[config.mk]
export PLATFORM = sky130hd
export DESIGN_NAME = dm_ctrl
export DESIGN_NICKNAME = d
export VERILOG_FILES = /design/src/rtl/dm_ctrl_pkg.sv /design/src/rtl/dm_ctrl_merge.sv /design/src/rtl/dm_ctrl.sv
export SDC_FILE = /design/constraint.sdc
export NUM_CORES = 1
export LEC_CHECK = 0
export BUFFER_PORTS_ARGS = -buffer_cell sky130_fd_sc_hd__buf_2
export CAP_MARGIN = 20
export CELL_PAD_IN_SITES_DETAIL_PLACEMENT = 0
export CELL_PAD_IN_SITES_GLOBAL_PLACEMENT = 1
export CORE_MARGIN = 10
export CORE_UTILIZATION = 34
export CTS_CLUSTER_SIZE = 12
export DETAILED_ROUTE_END_ITERATION = 6
export PLACE_DENSITY = 0.84
export RECOVER_POWER = 100
export SLEW_MARGIN = 5
export SYNTH_ARGS = -nofsm -noshare
export SYNTH_HDL_FRONTEND = slang
export SYNTH_HIERARCHICAL = 1
export SYNTH_SLANG_ARGS = --single-unit
[constraint.sdc]
create_clock -name clk -period 1.85 [get_ports clk]
set_input_delay 0.185 -clock clk [delete_from_list [all_inputs] [get_ports clk]]
set_output_delay 0.185 -clock clk [all_outputs]
set_load 0.05 [all_outputs]
[src/rtl/dm_ctrl_pkg.sv]
// Shared encodings and request struct for the data-memory sequencer.
package dm_ctrl_pkg;
  localparam logic [1:0] SZ_BYTE = 2'b00;
  localparam logic [1:0] SZ_HALF = 2'b01;
  localparam logic [1:0] SZ_WORD = 2'b10;

  localparam logic [1:0] S_IDLE   = 2'd0;
  localparam logic [1:0] S_XFER   = 2'd1;
  localparam logic [1:0] S_RMW_RD = 2'd2;
  localparam logic [1:0] S_RMW_WR = 2'd3;

  localparam logic PORT_A = 1'b0;
  localparam logic PORT_B = 1'b1;

  typedef struct packed {
    logic        we;
    logic [1:0]  size;
    logic [31:0] addr;
    logic [31:0] wdata;
    logic [31:0] pc;
  } dm_req_t;

  // Byte and half stores need a read-modify-write since dm writes whole words.
  function automatic logic is_sub(input logic [1:0] size);
    return (size == SZ_BYTE) || (size == SZ_HALF);
  endfunction
endpackage

[src/rtl/dm_ctrl_merge.sv]
// Byte-lane merge of right-aligned store data into an old word.
module dm_ctrl_merge
  import dm_ctrl_pkg::*;
#(
  parameter int NUM_LANES = 4
) (
  input  logic [NUM_LANES-1:0][7:0] old_word,
  input  logic [31:0]               wdata,
  input  logic [1:0]                size,
  input  logic [1:0]                lane,
  output logic [NUM_LANES-1:0][7:0] new_word
);
  for (genvar i = 0; i < NUM_LANES; i++) begin : g_lane
    localparam logic [1:0] LI = 2'(i);
    logic       be;
    logic [7:0] src;
    // Half stores pick the lane pair by addr[1]; addr[0] is ignored.
    assign be  = (size == SZ_BYTE) ? (lane == LI) :
                 (size == SZ_HALF) ? (lane[1] == LI[1]) : 1'b1;
    assign src = (size == SZ_BYTE) ? wdata[7:0] :
                 (size == SZ_HALF) ? wdata[8*(i%2) +: 8] : wdata[8*i +: 8];
    assign new_word[i] = be ? src : old_word[i];
  end
endmodule

[src/rtl/dm_ctrl.sv]
// Two-port sequencer for a word-wide single-port dm, with RMW for byte/half stores.
// Define DM_ARB_RR_EN for round-robin arbitration; default is fixed priority A over B.
module dm_ctrl
  import dm_ctrl_pkg::*;
#(
  parameter logic [31:0] DM_BASE  = 32'h0000_0000,
  parameter int          DM_WORDS = 1024
) (
  input  logic        clk,
  input  logic        reset,
  input  logic        a_req,
  input  logic        a_we,
  input  logic [1:0]  a_size,
  input  logic [31:0] a_addr,
  input  logic [31:0] a_wdata,
  input  logic [31:0] a_pc,
  output logic        a_gnt,
  output logic        a_done,
  output logic [31:0] a_rdata,
  input  logic        b_req,
  input  logic        b_we,
  input  logic [1:0]  b_size,
  input  logic [31:0] b_addr,
  input  logic [31:0] b_wdata,
  input  logic [31:0] b_pc,
  output logic        b_gnt,
  output logic        b_done,
  output logic [31:0] b_rdata,
  output logic        dm_MemWrite,
  output logic [31:0] dm_PC,
  output logic [31:0] dm_addr,
  output logic [31:0] dm_writeData,
  input  logic [31:0] dm_readData
);
  logic [1:0]  state, state_nx;
  dm_req_t     lq, nreq;
  logic        lport, win_b, grant, oor;
  logic [31:0] rmw_q, merged;
  logic [32:0] off;

`ifdef DM_ARB_RR_EN
  logic rr_pri;
  assign win_b = b_req & (~a_req | (rr_pri == PORT_B));
`else
  assign win_b = b_req & ~a_req;
`endif

  assign grant = reset & (state == S_IDLE) & (a_req | b_req);
  assign a_gnt = grant & ~win_b;
  assign b_gnt = grant & win_b;
  assign nreq  = win_b ? {b_we, b_size, b_addr, b_wdata, b_pc}
                       : {a_we, a_size, a_addr, a_wdata, a_pc};

  // Borrow out of the offset means below base; otherwise compare against window size.
  assign off = {1'b0, lq.addr} - {1'b0, DM_BASE};
  assign oor = off[32] | (off[31:0] >= 32'(4 * DM_WORDS));

  always_comb begin
    state_nx = state;
    case (state)
      S_IDLE:   if (grant) state_nx = (nreq.we && is_sub(nreq.size)) ? S_RMW_RD : S_XFER;
      S_XFER:   state_nx = S_IDLE;
      S_RMW_RD: state_nx = S_RMW_WR;
      default:  state_nx = S_IDLE;
    endcase
  end

  always_ff @(posedge clk or negedge reset) begin
    if (!reset) begin
      state   <= S_IDLE;
      lq      <= '0;
      lport   <= PORT_A;
      rmw_q   <= '0;
      a_done  <= 1'b0;
      b_done  <= 1'b0;
      a_rdata <= '0;
      b_rdata <= '0;
`ifdef DM_ARB_RR_EN
      rr_pri  <= PORT_A;
`endif
    end else begin
      state  <= state_nx;
      a_done <= 1'b0;
      b_done <= 1'b0;
      if (grant) begin
        lq    <= nreq;
        lport <= win_b ? PORT_B : PORT_A;
`ifdef DM_ARB_RR_EN
        rr_pri <= win_b ? PORT_A : PORT_B;
`endif
      end
      if (state == S_RMW_RD) rmw_q <= dm_readData;
      if (state == S_XFER || state == S_RMW_WR) begin
        if (lport == PORT_B) b_done <= 1'b1;
        else                 a_done <= 1'b1;
        if (state == S_XFER && !lq.we) begin
          if (lport == PORT_B) b_rdata <= oor ? 32'h0 : dm_readData;
          else                 a_rdata <= oor ? 32'h0 : dm_readData;
        end
      end
    end
  end

  dm_ctrl_merge u_merge (
    .old_word (rmw_q),
    .wdata    (lq.wdata),
    .size     (lq.size),
    .lane     (lq.addr[1:0]),
    .new_word (merged)
  );

  assign dm_MemWrite  = ~oor & (((state == S_XFER) & lq.we) | (state == S_RMW_WR));
  assign dm_PC        = lq.pc;
  assign dm_addr      = {lq.addr[31:2], 2'b00};
  assign dm_writeData = (state == S_RMW_WR) ? merged : lq.wdata;
endmodule

==> results.ini <==
[run_status]
status = complete, but fails checks
violations = setup timing

[timing]
clock_skew_ns = 0.0158
setup-violations-final = 129
hold_viol_final = 0
finalSetupTns_ns = -33.34
post-route-period-util_pct = 131
fin_crit_ns = 2.43
max_freq_mhz = 411
drv_slew = 0
worst_pin_slew_ns = 1.36
rsz0062_at_grt = true
max_slew_margin_pct = 9.63
setup_ws_ns = -0.582

[drt]
routed_via_density = 4.83
drt-met1-wl_um = 14400
wl_um = 33100
first_iter_violations = 360
dr_wl_met3_um = 2060
vias = 7870
detail_route.first_pass.iterations = 5
ant_nets = 0
maxUsedRoutingLayer = met5
drc = 0
post_drt_wl_per_cell_um = 20.3
route.met2.wl_um = 16200

[floorplan]
core_area_mm2 = 0.0289
chipWidth_um = 191
die_h_um = 191
die_area_mm2 = 0.0366
rows = 62
io_pins = 399
initial_utilization_pct = 34.6

[logic_synthesis]
yosys_warnings = 6
netlist_area_mm2 = 0.00997
postSynthCellCount = 869
synth_ff_type = dfrtp_1
syn_avg_cell_area_um2 = 11.5
synth_xor_area_share_pct = 0
yosysSeqAreaShare_pct = 50.2
async_flop_share_pct = 100
synthSimpleGateAreaFrac_pct = 6.81
ys_types = 38
synth_mux_area_share_pct = 20.7
yosys.area_share.adder_pct = 0
synth-compound-area-share_pct = 13.5
yosys_register_bits = 200
synth_enable_flop_cells = 0
synth_top_family_by_area = multiplexers

[clocking]
clk_latency_ns = 0.44
clock_sinks = 200
cts_root_buffer = clkbuf_16
numCtsBuffers = 17
tritoncts = built
clock_path_buffers = 2
htreeDepth = 4
clk_pin_slew_ns = 0.08

[power]
p_leak_nw = 6.70
power_w = 0.0238
ir_drop_v = 0.000751
pwr_density_cell_mw_per_mm2 = 1790

[finish]
layout.nets = 1464
mostFrequentLayoutCells = buf_2, dfrtp_1, clkbuf_1, nand2_1, mux2i_1
fill_cells = 2749
final_common_cell = buf_2
drive_gt1_share_pct = 37.7
final_cells = 1628
syn2layout_area_growth_pct = 33.2

[grt]
grt_pass1_wl_um = 49800
grt_pass1_vias = 8295
grt_start_max_net_pins = 109
antenna_found_initial = 3
gr-usage-all-layers_pct = 17.5
overflow = 0

[critical_path]
crit_arrival_ns = 2.25
path_class = reg -> out
cp_max_fo = 7
endpoint_kind = output pin
slowest_delay_ns = 0.42
crit_path_cell_trace = buf_6, nor2_4, buf_12, mux2_4, mux2_2, mux2_4, buf_6
cp.required_ns = 1.66
critical_path.slowest_cell = dfrtp_1
startpoint_type = register

[flow_run]
max_cap_viol_count = 0

[worst_hold_path]
hold_class = in -> reg

[placement]
port_buffers = 396
place_ws_ns = -0.201
dpl.hpwl_um = 25900
dp_cells = 1565
gp_congestion = 0.830

final timing paths:
kind / startpoint / endpoint / slack (ns) / depth (start not counted)
hold / removal: dm_readData[20] / a_rdata[20]$_DFFE_PN0P_ / 0.02 / 2
max in group asynchronous: reset / lq[62]$_DFFE_PN0P_ / -0.21 / 4
setup / recovery: lq[96]$_DFFE_PN0P_ / dm_writeData[11] / -0.58 / 7
hold reg to reg: lport$_DFFE_PN0P_ / a_done$_DFF_PN0_ / 0.46 / 1
setup reg to reg: dm_addr[22]$_DFFE_PN0P_ / a_rdata[4]$_DFFE_PN0P_ / 0.04 / 6
min in group asynchronous: reset / dm_addr[12]$_DFFE_PN0P_ / 0.73 / 3
power by group:
part	internal (W)	leakage, nW	switching [W]
clock	0.00184	0.292	0.00199
combinational	0.00482	3.85	0.00790
sequential	0.00585	2.56	0.00137
cell families (layout without fill, tap and decap cells):
kind of cell           count (synthesis)  in the layout
AO/OA/AOI/OAI                        204            204
flip-flops                           200            200
multiplexers                         195            195
AND/OR/NAND/NOR                      142            142
buffers and inverters                127            500
other                                  1              3
registers in the layout, summed over array words and instances, names as in the netlist:
name and count:
lport 1, a_done 1, lq 37, dm_addr 30, b_done 1, rmw_q 32
dm_PC 32, b_rdata 32, state 2, a_rdata 32
metrics by stage:
step,instance area [um^2],utilization (%),hold WS [ns]
finish,13300,46.0,0.0175
global route,13300,46.0,0.00255
CTS,13500,46.8,0.000641
detailed placement,12200,42.4,0.318
global placement,12200,42.4,0.314
floorplan,10100,-,-0.111
routing by layer:
| layer | vias to the layer above | GRT usage, % |
|---|---|---|
| li1 | 3782 | - |
| met1 | 3788 | 22.6 |
| met2 | 279 | 29.1 |
| met3 | 19 | 4.15 |
| met4 | 2 | 3.70 |
| met5 | - | 0 |
cell type report:
cell class	instances	area [um^2]	share of cell area, %
antenna	1	2.50	0.0188
clock buffer	17	425	3.20
clock inverter	15	184	1.38
inverter	3	11.3	0.0848
multi-input combinational	543	4410	33.2
sequential	200	5000	37.7
tap	384	480	3.62
timing repair buffer	465	2760	20.8
synthesized netlist by cell type (2+ instances only):
master | instances | area (um^2)
clkbuf_1 | 22 | 82.6
nor4_4 | 2 | 42.5
buf_4 | 68 | 510
nor4_1 | 2 | 12.5
dfrtp_1 | 200 | 5000
a21oi_4 | 2 | 32.5
nor3_1 | 8 | 40.0
nor2_1 | 3 | 11.3
o21ai_0 | 89 | 445
buf_6 | 16 | 180
mux2_2 | 88 | 991
nand2_1 | 103 | 387
a221o_1 | 8 | 80.1
nand2b_1 | 3 | 18.8
nor2b_1 | 11 | 68.8
nor3_4 | 2 | 32.5
mux2i_1 | 107 | 1070
a21oi_1 | 9 | 45.0
a31oi_1 | 8 | 50.1
buf_2 | 18 | 90.1
o21ai_1 | 19 | 95.1
a22o_1 | 64 | 561
inv_1 | 2 | 7.51
what timing repair did:
| item | CTS | global route |
|---|---|---|
| gates resized for setup | 96 | 3 |
| endpoints found under the hold margin | 125 | 0 |
| pin swaps | 9 | 3 |
| setup buffers | 13 | 3 |
| setup endpoints to repair | 35 | 35 |
| hold buffers | 14 | 0 |
worst max-delay path: cells and delay by family (launching register included):
kind,cells,cell delay [ns]
buffers and inverters,3,0.43
DFF,1,0.42
muxes,3,0.85
and+or+nand+nor,1,0.11
Power figures use the tool's default switching activity.
